$ cat config.mk
export PLATFORM = sky130hd
export DESIGN_NAME = sound_arbiter
export DESIGN_NICKNAME = d
export VERILOG_FILES = /design/src/rtl/sound_arbiter.sv
export SDC_FILE = /design/constraint.sdc
export NUM_CORES = 1
export LEC_CHECK = 0
export CAP_MARGIN = 20
export CORE_MARGIN = 2
export CORE_UTILIZATION = 35
export CTS_CLUSTER_DIAMETER = 120
export DETAILED_ROUTE_END_ITERATION = 10
export PLACE_DENSITY = 0.55
export SYNTH_ARGS = -nofsm -noshare
export SYNTH_HDL_FRONTEND = slang
export SYNTH_SLANG_ARGS = --single-unit
$ cat constraint.sdc
create_clock -name clk_i -period 2.39 [get_ports clk_i]
set_clock_uncertainty 0.15 [all_clocks]
set_input_delay 0.3585 -clock clk_i [delete_from_list [all_inputs] [get_ports clk_i]]
set_output_delay 0.3585 -clock clk_i [all_outputs]
set_load 0.02 [all_outputs]
$ cat src/rtl/sound_arbiter.sv
`default_nettype none
// ============================================================================
// Module   : sound_arbiter
// Purpose  : Shares the single audio tone generator between game-event
//            sound requests. Request pulses are latched, arbitrated by fixed
//            priority (win > death > level-up > hop) and played for a
//            per-sound number of frame ticks. Everything is flushed when the
//            game returns to the menu.
// Revision : 1.0 - initial release
// ----------------------------------------------------------------------------
// Ports
//   clk_i            system clock
//   reset_i          synchronous reset, active low
//   tick_i           one-cycle frame tick pulse
//   state_i          game state: 0 MENU, 1 PLAYING, 2 DEAD, 3 WIN
//   req_i            request pulses: [0] hop, [1] level-up, [2] death, [3] win
//   mute_i           forces sound_select_o to silence; scheduling continues
//   sound_select_o   0 silence, 1 hop, 2 level-up, 3 death, 4 win
//   busy_o           high while a sound is scheduled (ignores mute)
//   grant_o          one-cycle one-hot pulse of the sound just (re)started
// ============================================================================
module sound_arbiter #(
    parameter int unsigned HOP_TICKS   = 6,
    parameter int unsigned LEVEL_TICKS = 30,
    parameter int unsigned DEATH_TICKS = 45,
    parameter int unsigned WIN_TICKS   = 90
) (
    input  logic       clk_i,
    input  logic       reset_i,
    input  logic       tick_i,
    input  logic [1:0] state_i,
    input  logic [3:0] req_i,
    input  logic       mute_i,
    output logic [2:0] sound_select_o,
    output logic       busy_o,
    output logic [3:0] grant_o
);

    localparam logic [1:0] GAME_MENU = 2'd0;

    localparam logic [7:0] HOP_LEN   = HOP_TICKS[7:0];
    localparam logic [7:0] LEVEL_LEN = LEVEL_TICKS[7:0];
    localparam logic [7:0] DEATH_LEN = DEATH_TICKS[7:0];
    localparam logic [7:0] WIN_LEN   = WIN_TICKS[7:0];

    typedef enum logic [0:0] {
        ST_IDLE = 1'b0,
        ST_PLAY = 1'b1
    } fsm_t;

    fsm_t       fsm_q, fsm_d;
    logic [3:0] pend_q, pend_d;
    logic [2:0] cur_q, cur_d;     // sound code of the playing sound, 0 = none
    logic [7:0] cnt_q, cnt_d;
    logic [3:0] grant_q, grant_d;

    // Index of the highest-priority set bit (caller guarantees v != 0).
    function automatic logic [1:0] f_top(input logic [3:0] v);
        if (v[3])      return 2'd3;
        else if (v[2]) return 2'd2;
        else if (v[1]) return 2'd1;
        else           return 2'd0;
    endfunction

    function automatic logic [7:0] f_len(input logic [1:0] idx);
        case (idx)
            2'd0:    return HOP_LEN;
            2'd1:    return LEVEL_LEN;
            2'd2:    return DEATH_LEN;
            default: return WIN_LEN;
        endcase
    endfunction

    logic [3:0] cand;
    logic [1:0] cur_idx;
    logic [3:0] cur_bit;
    logic [3:0] higher;
    logic [3:0] rem;
    logic       do_start;
    logic [3:0] start_set;
    logic [1:0] win_idx;
    logic [3:0] win_bit;

    always_comb begin
        cand    = pend_q | req_i;
        // cur_idx is only meaningful in PLAY where cur_q is 1..4.
        cur_idx = 2'(cur_q - 3'd1);
        cur_bit = 4'b0001 << cur_idx;
        // Bits strictly above the current sound; for win the shift wraps to 0
        // and the mask correctly becomes empty.
        higher  = cand & ~((cur_bit << 1) - 4'd1);
        rem     = cand & ~cur_bit;
    end

    always_comb begin
        fsm_d     = fsm_q;
        pend_d    = pend_q;
        cur_d     = cur_q;
        cnt_d     = cnt_q;
        grant_d   = 4'b0000;
        do_start  = 1'b0;
        start_set = cand;
        win_idx   = 2'd0;
        win_bit   = 4'b0000;

        if (state_i == GAME_MENU) begin
            // Menu flush wins over any request or tick on the same edge.
            fsm_d  = ST_IDLE;
            pend_d = 4'b0000;
            cur_d  = 3'd0;
            cnt_d  = 8'd0;
        end else if (fsm_q == ST_IDLE) begin
            if (cand != 4'b0000) begin
                do_start = 1'b1;
            end
        end else begin
            if (higher != 4'b0000) begin
                // Preemption: the interrupted sound is dropped, not resumed.
                do_start = 1'b1;
            end else if ((req_i & cur_bit) != 4'b0000) begin
                cnt_d   = f_len(cur_idx);
                grant_d = cur_bit;
                pend_d  = pend_q | (req_i & ~cur_bit);
            end else if (tick_i && (cnt_q == 8'd1)) begin
                if (rem != 4'b0000) begin
                    // Back-to-back start, no silent cycle in between.
                    do_start  = 1'b1;
                    start_set = rem;
                end else begin
                    fsm_d  = ST_IDLE;
                    cur_d  = 3'd0;
                    cnt_d  = 8'd0;
                    pend_d = 4'b0000;
                end
            end else begin
                if (tick_i && (cnt_q > 8'd1)) begin
                    cnt_d = cnt_q - 8'd1;
                end
                pend_d = pend_q | req_i;
            end
        end

        if (do_start) begin
            win_idx = f_top(start_set);
            win_bit = 4'b0001 << win_idx;
            fsm_d   = ST_PLAY;
            cur_d   = {1'b0, win_idx} + 3'd1;
            cnt_d   = f_len(win_idx);
            grant_d = win_bit;
            pend_d  = start_set & ~win_bit;
            // A game-over cue (death/win) drops any lower-priority backlog.
            if (win_idx[1]) begin
                pend_d = pend_d & ~(win_bit - 4'd1);
            end
        end
    end

    always_ff @(posedge clk_i) begin
        if (!reset_i) begin
            fsm_q   <= ST_IDLE;
            pend_q  <= 4'b0000;
            cur_q   <= 3'd0;
            cnt_q   <= 8'd0;
            grant_q <= 4'b0000;
        end else begin
            fsm_q   <= fsm_d;
            pend_q  <= pend_d;
            cur_q   <= cur_d;
            cnt_q   <= cnt_d;
            grant_q <= grant_d;
        end
    end

    assign sound_select_o = mute_i ? 3'd0 : cur_q;
    assign busy_o         = (fsm_q == ST_PLAY);
    assign grant_o        = grant_q;

endmodule
`default_nettype wire

==> metrics.md, run 1 <==
| Metric | Value |
|---|---|
| Cells after DPL | `286` |
| Sequential share of the synthesized area | `0.2698` |
| Critical path origin | `cur_q[0]$_SDFFE_PN0P_` |
| I/O Pins | `18` |
| Height of the die | `69.12 um` |
| Routed wire per std cell | `16.35 um` |
| Final Cycle Share | `0.9815` |
| R2r worst-path depth | `8` |
| CP Capture Point | `grant_o[1]$_SDFF_PN0_` |
| Worst VDD drop | `312.8 uV` |
| Pwr dens | `520.7 mW/mm^2` |
| RePlAce Congestion | `0.8958` |
| Post-Place Cell Area | `0.002032 mm^2` |
| Starting density of the core | `0.3683` |
| Antenna diode count | `0` |
| Hold Slack | `0.3400 ns` |
| Worst Path Required | `2.44 ns` |
| Final hold vios | `0` |
| Ys flop type | `dfxtp_1` |
| Drt pass-1 iters | `4` |
| Fin crit period | `2.346 ns` |
| H-tree depth | `1` |
| Arrival time at the worst endpoint | `2.39 ns` |
| Fin area | `0.002256 mm^2` |
| DP HPWL | `3829 um` |
| Syn-to-layout area delta | `52.02%` |
| Status | `finished, final reports clean` |
| Post-CTS Hold Fix Bufs | `0` |
| Die area | `0.004777 mm^2` |
| Max-slew violation count | `0` |
| Seq cells post-synth | `20` |
| Total number of vias | `1659` |
| Post-layout util | `0.5599` |
| Mapped Area | `0.001484 mm^2` |
| Nets | `265` |
| FFs w/ async S/R, synth | `0` |
| Post-Syn Nets | `195` |
| Unique masters post-synth | `53` |
| Endpoints failing setup | `0` |
| Tightest Pin Transition | `0.4092 ns` |
| Share of cells above drive strength 1 | `0.3603` |
| P_leak | `0.0008801 uW` |
| Cells after synthesis | `178` |
| # port buffers | `17` |
| Largest net degree at the start of global routing | `13` |
| Cts bufs inserted | `3` |
| Iter 0 DRT Violations | `78` |
| Crit-path max FO | `6` |
| Flop-to-flop setup slack | `0.04 ns` |
| Tot GR Track Use | `0.2068` |
| FMAX | `426.3 MHz` |
| First-pass GRT wire length | `8135 um` |
| RSZ-0062 raised after global routing | `yes` |
| Antenna violations before repair | `0` |
| Post-Layout Cell Count | `297` |
| Critical R2R Capture | `grant_o[1]$_SDFF_PN0_` |
| Root Driver | `clkbuf_8` |
| Multi-input gate area in the final layout | `0.001135 mm^2` |
| Crit Path Class | `reg2reg` |
| Vias per cell | `5.586` |
| Chip width | `69.12 um` |
| Post-route DRC violation count | `0` |
| CTS Sinks | `20` |
| Clk_lat worst skew | `0.26 ns` |
| CP Launch Type | `flip-flop` |
| CTS tree | `done` |
| Mean Syn Cell Area | `8.337 um^2` |
| Worst-path clk slew | `0.08 ns` |
| Post-synth EDFFs | `0` |
| Global route overflow | `0` |
| ANT nets after route | `0` |
| Commonest non-fill, non-tap cell in the layout | `buf_4` |
| Fillers | `388` |
| Yosys Warn Count | `0` |
| Top post-synthesis cells by area | `dfxtp_1 27%, o21ai_0 6.7%, ha_1 5.9%, nand2_1 4.3%, a21oi_1 3.7%` |
| Routed WL | `4855 um` |
| Smallest setup slack after layout | `0.04416 ns` |
| Hold WC Path Type | `reg2reg` |
| FF-to-FF Start | `cur_q[0]$_SDFFE_PN0P_` |
| Commonest non-fill, non-tap cells in the layout | `49 x buf_4, 18 x o21ai_0, 17 x dfxtp_1, 16 x nand2_1, 16 x clkdlybuf4s50_1` |
| CTS max path bufs | `2` |
| Vias in the first global route | `1684` |
| CP endpoint kind | `flip-flop` |
| Max Cap Violations | `0` |
| FF/Latch Area | `406.6 um^2` |
| Place WS | `-0.1994 ns` |
| Max transition margin | `0.7251` |
| # rows | `23` |
| Synth area leader | `dfxtp_1` |
| Synth top area share | `0.2698` |
| Core Region | `0.004029 mm^2` |
==> flip-flops by register name, indices dropped and copies added, names as in the netlist <==
signal and flops:
pend_q 4, cnt_q 8, cur_q 3, busy_o 1, grant_o 4
==> worst min path at each step <==
stage / startpoint / end / slack, ns / cells past startpoint
floorplan: cur_q[2]$_SDFFE_PN0P_ / cur_q[2]$_SDFFE_PN0P_ / 0.29 / 2
global placement: cur_q[2]$_SDFFE_PN0P_ / cur_q[2]$_SDFFE_PN0P_ / 0.32 / 2
detailed placement: cur_q[2]$_SDFFE_PN0P_ / cur_q[2]$_SDFFE_PN0P_ / 0.34 / 2
CTS: cur_q[2]$_SDFFE_PN0P_ / cur_q[2]$_SDFFE_PN0P_ / 0.36 / 2
global route: cur_q[2]$_SDFFE_PN0P_ / cur_q[2]$_SDFFE_PN0P_ / 0.38 / 2
finish: cur_q[2]$_SDFFE_PN0P_ / cur_q[2]$_SDFFE_PN0P_ / 0.34 / 2
==> layout make-up <==
type	count	area share
Clock buffer	3	0.01830
Inverter	7	0.01276
Sequential cell	20	0.1803
Timing Repair Buffer	67	0.2446
Clock inverter	1	0.01331
Multi-Input combinational cell	149	0.5031
Tap cell	50	0.02773
==> metrics by stage <==
step / TNS, ns / total power, uW
after global placement: -1.846 / 788.0
final: 0 / 1175
after global routing: -0.1343 / 1234
after detailed placement: -2.504 / 792.7
after floorplan: 0 / 613.0
after CTS: -0.01723 / 1143
==> synthesized netlist by cell type, drive strengths merged (3+ instances only) <==
cell	number
dfxtp	20
a21boi	7
and4	4
o21ai	22
nand3	5
xnor2	3
nand4	4
nor3	8
inv	7
ha	7
nor2	15
a31oi	3
nand2	17
o21bai	4
nor4	3
a21oi	12
and2	4
nand3b	3
==> power by group <==
part	total (uW)	internal (uW)	switching [uW]
registers	385	357	28.2
logic	443	219	224
clock network	347	224	123
total	1170	799	376
==> cell families after synthesis <==
| family | after synthesis | synth area share |
|---|---|---|
| buffers and inverters | 9 | 0.02277 |
| adders and majority gates | 7 | 0.05902 |
| DFF | 20 | 0.2698 |
| and+or+nand+nor | 74 | 0.2985 |
| xor gates and xnor gates | 3 | 0.01771 |
| AOI/OAI and AO/OA | 65 | 0.3322 |
==> per-layer routing <==
| layer | vias up | part of all wire | GRT usage |
|---|---|---|---|
| li1 | 815 | - | - |
| met1 | 788 | 0.46 | 0.2766 |
| met2 | 50 | 0.48 | 0.3568 |
| met3 | 6 | 0.052 | 0.01901 |
| met4 | 0 | 0.0091 | 0.05229 |
| met5 | - | 0 | 0 |
==> worst max-delay path, stage by stage (launching register included) <==
cell and delay [ns]:
dfxtp_2 0.34, buf_6 0.12, ha_4 0.17, a22oi_4 0.27, and4_4 0.31, a41oi_4 0.14, nor4_4 0.42, nand3b_1 0.18
a21boi_2 0.18
==> repair_timing <==
| item | CTS | global route |
|---|---|---|
| pin swaps | 3 | 12 |
| setup buffers | 1 | 6 |
| endpoints found under the setup margin | 10 | 15 |
| gates resized for setup | 5 | 22 |
Note: power is estimated with default switching activity, not from simulation.
==> run 2: changes to the inputs <==
--- a/config.mk
+++ b/config.mk
@@ -6,11 +6,14 @@
 export NUM_CORES = 1
 export LEC_CHECK = 0
 export CAP_MARGIN = 20
+export CELL_PAD_IN_SITES_DETAIL_PLACEMENT = 2
+export CELL_PAD_IN_SITES_GLOBAL_PLACEMENT = 2
+export CORE_ASPECT_RATIO = 1.4
 export CORE_MARGIN = 2
-export CORE_UTILIZATION = 35
+export CORE_UTILIZATION = 30
 export CTS_CLUSTER_DIAMETER = 120
 export DETAILED_ROUTE_END_ITERATION = 10
-export PLACE_DENSITY = 0.55
+export PLACE_DENSITY = 0.74
 export SYNTH_ARGS = -nofsm -noshare
 export SYNTH_HDL_FRONTEND = slang
 export SYNTH_SLANG_ARGS = --single-unit
==> run 2 against run 1 <==
Net effect: the flow now finishes with violations (negative setup slack); combinational power increased by 30%; first-iteration DRC count increased by 69%; total power rose by 13%; largest cell class unchanged; sequential power up 1%; worst hold slack improved by 0.048 ns; global-route usage rose by 9.6 points.
==> metrics.md, run 2 (synthesized netlist as in run 1, its figures left out) <==
| Metric | Value |
|---|---|
| Critical Path Max Stage Delay | `0.35 ns` |
| Root Driver | `clkbuf_8` |
| Largest net degree at the start of global routing | `13` |
| Final hold vios | `0` |
| Top Family by Delay on Critical Path | `compound AO/OA/AOI/OAI gates` |
| Multi-input gate area in the final layout | `0.001231 mm^2` |
| Post-route DRC violation count | `0` |
| Routed wire per std cell | `29.16 um` |
| Largest register FFs | `8` |
| CTS max path bufs | `2` |
| RePlAce Congestion | `0.8795` |
| Die area | `0.005533 mm^2` |
| Place WS | `-0.3786 ns` |
| # rows | `30` |
| Height of the die | `87.22 um` |
| CP Launch Type | `flip-flop` |
| Post-Layout Cell Count | `321` |
| Critical path's slowest cell | `dfxtp_2` |
| CTS Sinks | `20` |
| Starting density of the core | `0.3089` |
| Pwr dens | `538.4 mW/mm^2` |
| # port buffers | `17` |
| Commonest non-fill, non-tap cell in the layout | `buf_4` |
| Antenna violations before repair | `0` |
| Fillers | `525` |
| Endpoints failing setup | `7` |
| Post-CTS Hold Fix Bufs | `0` |
| Antenna diode count | `0` |
| ANT nets after route | `0` |
| RSZ-0062 raised after global routing | `yes` |
| Commonest non-fill, non-tap cells in the layout | `56 x buf_4, 17 x nand2_1, 16 x o21ai_0, 16 x dfxtp_1, 14 x clkdlybuf4s50_1` |
| Drt pass-1 iters | `4` |
| Biggest register | `cnt_q` |
| Critical path origin | `cur_q[1]$_SDFFE_PN0P_` |
| DR WL met3 | `314 um` |
| Smallest setup slack after layout | `-0.07931 ns` |
| Post-Place Cell Area | `0.002034 mm^2` |
| Nets | `275` |
| Global route overflow | `0` |
| Worst VDD drop | `325.6 uV` |
| Hold WC Path Type | `reg2reg` |
| Tot GR Track Use | `0.3024` |
| Tightest Pin Transition | `0.5604 ns` |
| Share of cells above drive strength 1 | `0.4280` |
| Failing checks | `negative setup slack` |
| Highest routed layer | `met4` |
| Final Cycle Share | `1.033` |
| Max transition margin | `0.6260` |
| FMAX | `405.0 MHz` |
| M1 WL | `3520 um` |
| FF-to-FF Start | `cur_q[1]$_SDFFE_PN0P_` |
| P_leak | `0.0009660 uW` |
| Worst Path Required | `2.40 ns` |
| Crit Path Class | `reg2reg` |
| Arrival time at the worst endpoint | `2.48 ns` |
| Vias in the first global route | `2068` |
| CTS tree | `done` |
| Hold Path Origin | `cur_q[2]$_SDFFE_PN0P_` |
| Worst-path clk slew | `0.09 ns` |
| Crit-path max FO | `7` |
| Max-slew violation count | `0` |
| Tot Pwr | `1330 uW` |
| Max Cap Violations | `0` |
| Metal2 WL | `5039 um` |
| DP HPWL | `5385 um` |
| Routed WL | `9360 um` |
| Cts bufs inserted | `3` |
| Vias per cell | `6.040` |
| Cells after DPL | `298` |
| Core Region | `0.004805 mm^2` |
| CP Cell Sequence | `buf_6 -> ha_4 -> a22oi_4 -> and4_4 -> buf_4 -> a21oi_4 -> o211ai_4 -> o21ai_1 -> nor3_1` |
| Iter 0 DRT Violations | `132` |
| Worst Path Buf+Inv | `2` |
| Status | `complete, but fails checks` |
| Fin crit period | `2.469 ns` |
| Chip width | `63.44 um` |
| First-pass GRT wire length | `12270 um` |
| Syn-to-layout area delta | `66.53%` |
| H-tree depth | `1` |
| Fin area | `0.002471 mm^2` |
| Total number of vias | `1939` |
| I/O Pins | `18` |
| Clk_lat worst skew | `0.27 ns` |
| FF/Latch Area | `407.9 um^2` |
| CP endpoint kind | `flip-flop` |
## run 2: changes by cell type in the layout (fill, tap and decap cells not counted), moves of 3 or more
cell	change
nor3_2	+3
a21boi_1	+3
nor3_1	-3
buf_4	+7
## run 2: metal layers
metal	vias to the layer above	global-route usage
met3	35	0.04657
met2	71	0.5694
met5	-	0
met4	0	0.1838
met1	996	0.3104
li1	837	-
## run 2: worst min-delay path, stage by stage (launching register included)
cell and delay [ns]:
dfxtp_1 0.33, nand2_1 0.07, a21boi_1 0.09
## run 2: metrics by stage
| stage | setup TNS, ns | hold slack (ns) | utilization |
|---|---|---|---|
| 6_report | -0.2938 | 0.3884 | 0.5143 |
| 5_1_grt | -1.117 | 0.4072 | 0.5143 |
| 3_3_place_gp | -1.876 | 0.3145 | 0.4234 |
| 2_1_floorplan | 0 | 0.2889 | - |
| 4_1_cts | 0 | 0.3640 | 0.4667 |
| 3_5_place_dp | -5.012 | 0.3408 | 0.4234 |
## run 2: final cells by class
| type | count | share of cell area |
|---|---|---|
| Clock inverter | 1 | 0.01215 |
| Tap cell | 64 | 0.03241 |
| Inverter | 7 | 0.01165 |
| Timing Repair Buffer | 77 | 0.2638 |
| Clock buffer | 3 | 0.01671 |
| Multi-Input combinational cell | 149 | 0.4982 |
| Sequential cell | 20 | 0.1651 |
## run 2: power by group
part	switching, uW	internal [uW]	leakage (uW)	total [uW]
combinational	327	250	0.000765	577
clock	139	224	0.0000357	363
sequential	33.1	357	0.000166	390
total	499	832	0.000966	1330
## run 2: timing repair
action                                  4_1_cts  5_1_grt
setup buffers                                 3       16
hold endpoints to repair                      0        0
resized for setup                            24       28
endpoints found under the setup margin       19       19
pin swaps                                     8       17
## run 2: path summary, 6_finish.rpt
check / to / slack, ns / depth (start not counted)
setup / recovery: cnt_q[3]$_SDFFE_PN0P_ / -0.08 / 9
hold / removal: cur_q[2]$_SDFFE_PN0P_ / 0.39 / 2
setup reg to reg: cnt_q[3]$_SDFFE_PN0P_ / -0.08 / 9
hold reg to reg: cur_q[2]$_SDFFE_PN0P_ / 0.39 / 2
==> run 3: changes to the inputs <==
--- a/config.mk
+++ b/config.mk
@@ -10,10 +10,11 @@
 export CELL_PAD_IN_SITES_GLOBAL_PLACEMENT = 2
 export CORE_ASPECT_RATIO = 1.4
 export CORE_MARGIN = 2
-export CORE_UTILIZATION = 30
+export CORE_UTILIZATION = 31
+export CTS_BUF_LIST = sky130_fd_sc_hd__clkbuf_2 sky130_fd_sc_hd__clkbuf_4 sky130_fd_sc_hd__clkbuf_8
 export CTS_CLUSTER_DIAMETER = 120
 export DETAILED_ROUTE_END_ITERATION = 10
-export PLACE_DENSITY = 0.74
+export PLACE_DENSITY = 0.77
 export SYNTH_ARGS = -nofsm -noshare
 export SYNTH_HDL_FRONTEND = slang
 export SYNTH_SLANG_ARGS = --single-unit
==> run 3 against run 2 <==
Net effect: the run still ends with negative setup slack left; utilization increased by 0.21 points; via count decreased by 3.7%; cell area decreased by 4.5%; routed wire length decreased by 4.4%; setup slack improved by 0.046 ns; total power decreased by 2.7%; non-clock buffer count decreased by 11; sequential power about the same; combinational power decreased by 5.9%; fmax increased by 1.9%; flip-flop and latch count unchanged; critical path type is now in2reg; critical endpoint is now cnt_q[2]$_SDFFE_PN0P_; highest routed layer unchanged.
==> metrics.md, run 3 (synthesized netlist as in run 1, its figures left out) <==
| Metric | Value |
|---|---|
| # rows | `29` |
| Iter 0 DRT Violations | `130` |
| Nets | `264` |
| Core Region | `0.004572 mm^2` |
| Fin crit period | `2.423 ns` |
| Worst Path Buf+Inv | `5` |
| Top Family by Delay on Critical Path | `buffers and inverters` |
| Final hold vios | `0` |
| Drt pass-1 iters | `4` |
| Max-slew violation count | `0` |
| Arrival time at the worst endpoint | `2.43 ns` |
| Syn-to-layout area delta | `59.11%` |
| CP Cell Sequence | `clkdlybuf4s50_1 -> buf_4 -> nor2_1 -> and4_1 -> buf_4 -> nor4_4 -> buf_4 -> buf_4 -> o221a_1` |
| Tightest Pin Transition | `0.5102 ns` |
| I/O Pins | `18` |
| ANT nets after route | `0` |
| FMAX | `412.7 MHz` |
| Crit-path max FO | `6` |
| Post-Place Cell Area | `0.002017 mm^2` |
| H-tree depth | `1` |
| Max Cap Violations | `0` |
| Largest register FFs | `8` |
| Antenna violations before repair | `0` |
| Chip width | `62.48 um` |
| WP depth | `9` |
| Routed wire per std cell | `29.04 um` |
| Final Cycle Share | `1.014` |
| Max transition margin | `0.6588` |
| FF/Latch Area | `411.6 um^2` |
| Failing checks | `negative setup slack` |
| Critical Path Max Stage Delay | `0.50 ns` |
| CP endpoint kind | `flip-flop` |
| R2r worst-path depth | `9` |
| Hold depth | `2` |
| Clk_lat worst skew | `0.27 ns` |
| P_leak | `0.0009065 uW` |
| CTS max path bufs | `2` |
| Fillers | `506` |
| Hold WC Path Type | `reg2reg` |
| Routed WL | `8945 um` |
| Endpoints failing setup | `2` |
| Crit Path Class | `in2reg` |
| RePlAce Congestion | `0.8767` |
| CP Launch Type | `input port` |
| Multi-input gate area in the final layout | `0.001226 mm^2` |
| Worst VDD drop | `507.8 uV` |
| Vias per cell | `6.062` |
| Height of the die | `85.86 um` |
| Worst Path Required | `2.40 ns` |
| Status | `complete, but fails checks` |
| CP dominant cell by count | `buf_4` |
| Smallest setup slack after layout | `-0.03335 ns` |
| Global route overflow | `0` |
| Vias in the first global route | `2054` |
| CTS tree | `done` |
| Post-route DRC violation count | `0` |
| Biggest register | `cnt_q` |
| Largest net degree at the start of global routing | `13` |
| # port buffers | `17` |
| Fin area | `0.002361 mm^2` |
| Share of cells above drive strength 1 | `0.3984` |
| Critical path's slowest cell | `clkdlybuf4s50_1` |
| CTS Sinks | `20` |
| DP HPWL | `5436 um` |
| Cts bufs inserted | `3` |
| Pwr dens | `548.1 mW/mm^2` |
| Commonest non-fill, non-tap cell in the layout | `buf_4` |
| Die area | `0.005364 mm^2` |
| Place WS | `-0.3885 ns` |
| Post-layout util | `0.5164` |
| First-pass GRT wire length | `11910 um` |
| Commonest non-fill, non-tap cells in the layout | `49 x buf_4, 17 x o21ai_0, 17 x dfxtp_1, 16 x nand2_1, 14 x clkdlybuf4s50_1` |
| Antenna diode count | `0` |
| Total number of vias | `1867` |
| Tot GR Track Use | `0.2930` |
| Setup TNS | `-0.05799 ns` |
| Root Driver | `clkbuf_8` |
| Starting density of the core | `0.3246` |
| Worst-path clk slew | `0.08 ns` |
[run 3: cell count changes in the layout (fill, tap and decap cells not counted), sizes merged]
cell / before / now
buf: 60 / 49
[run 3: path summary, 6_finish.rpt]
| kind | from | slack (ns) | endpoint |
|---|---|---|---|
| worst max-delay path | req_i[0] | -0.03 | cnt_q[2]$_SDFFE_PN0P_ |
| worst min-delay path | cur_q[2]$_SDFFE_PN0P_ | 0.36 | cur_q[2]$_SDFFE_PN0P_ |
| worst max register to register | cur_q[1]$_SDFFE_PN0P_ | -0.02 | cur_q[1]$_SDFFE_PN0P_ |
| worst min register to register | cur_q[2]$_SDFFE_PN0P_ | 0.36 | cur_q[2]$_SDFFE_PN0P_ |
[run 3: metal layers]
metal / routed length [um] / GRT usage / up-vias
met5: 0 / 0 / -
li1: - / - / 814
met4: 388 / 0.1455 / 0
met3: 388 / 0.04856 / 27
met2: 4689 / 0.5650 / 83
met1: 3479 / 0.3023 / 943
[run 3: power breakdown]
group	total, uW	internal, uW	switching (uW)
combinational	543	231	312
clock	359	224	135
sequential	392	357	35.6
[run 3: what timing repair did]
| action | CTS | global route |
|---|---|---|
| resized for setup | 15 | 32 |
| setup buffers | 3 | 7 |
| pin swaps | 2 | 14 |
| endpoints found under the setup margin | 18 | 19 |
| hold buffers | 0 | 0 |
| endpoints found under the hold margin | 0 | 0 |
[run 3: metrics by stage]
stage	hold WS, ns	cells	power (uW)
global placement	0.3106	294	785.3
finish	0.3636	308	1294
CTS	0.3489	301	1194
detailed placement	0.3370	294	813.5
global route	0.3963	308	1328
floorplan	0.2889	178	613.0
[run 3: worst reg2reg max path: stages (launching register included)]
cell	delay, ns
dfxtp_4	0.37
buf_4	0.15
ha_4	0.18
a22oi_4	0.23
and4_4	0.31
a21oi_4	0.13
nor4_4	0.26
buf_4	0.20
o21ai_0	0.12
a21boi_1	0.22
[run 3: final cells by class]
class                      count  area share
clock inverter                 1     0.01272
clock buffer                   3     0.01749
multi-input combinational    149      0.5193
tap                           62     0.03286
inverter                       7     0.01219
timing repair buffer          66      0.2311
sequential                    20      0.1744
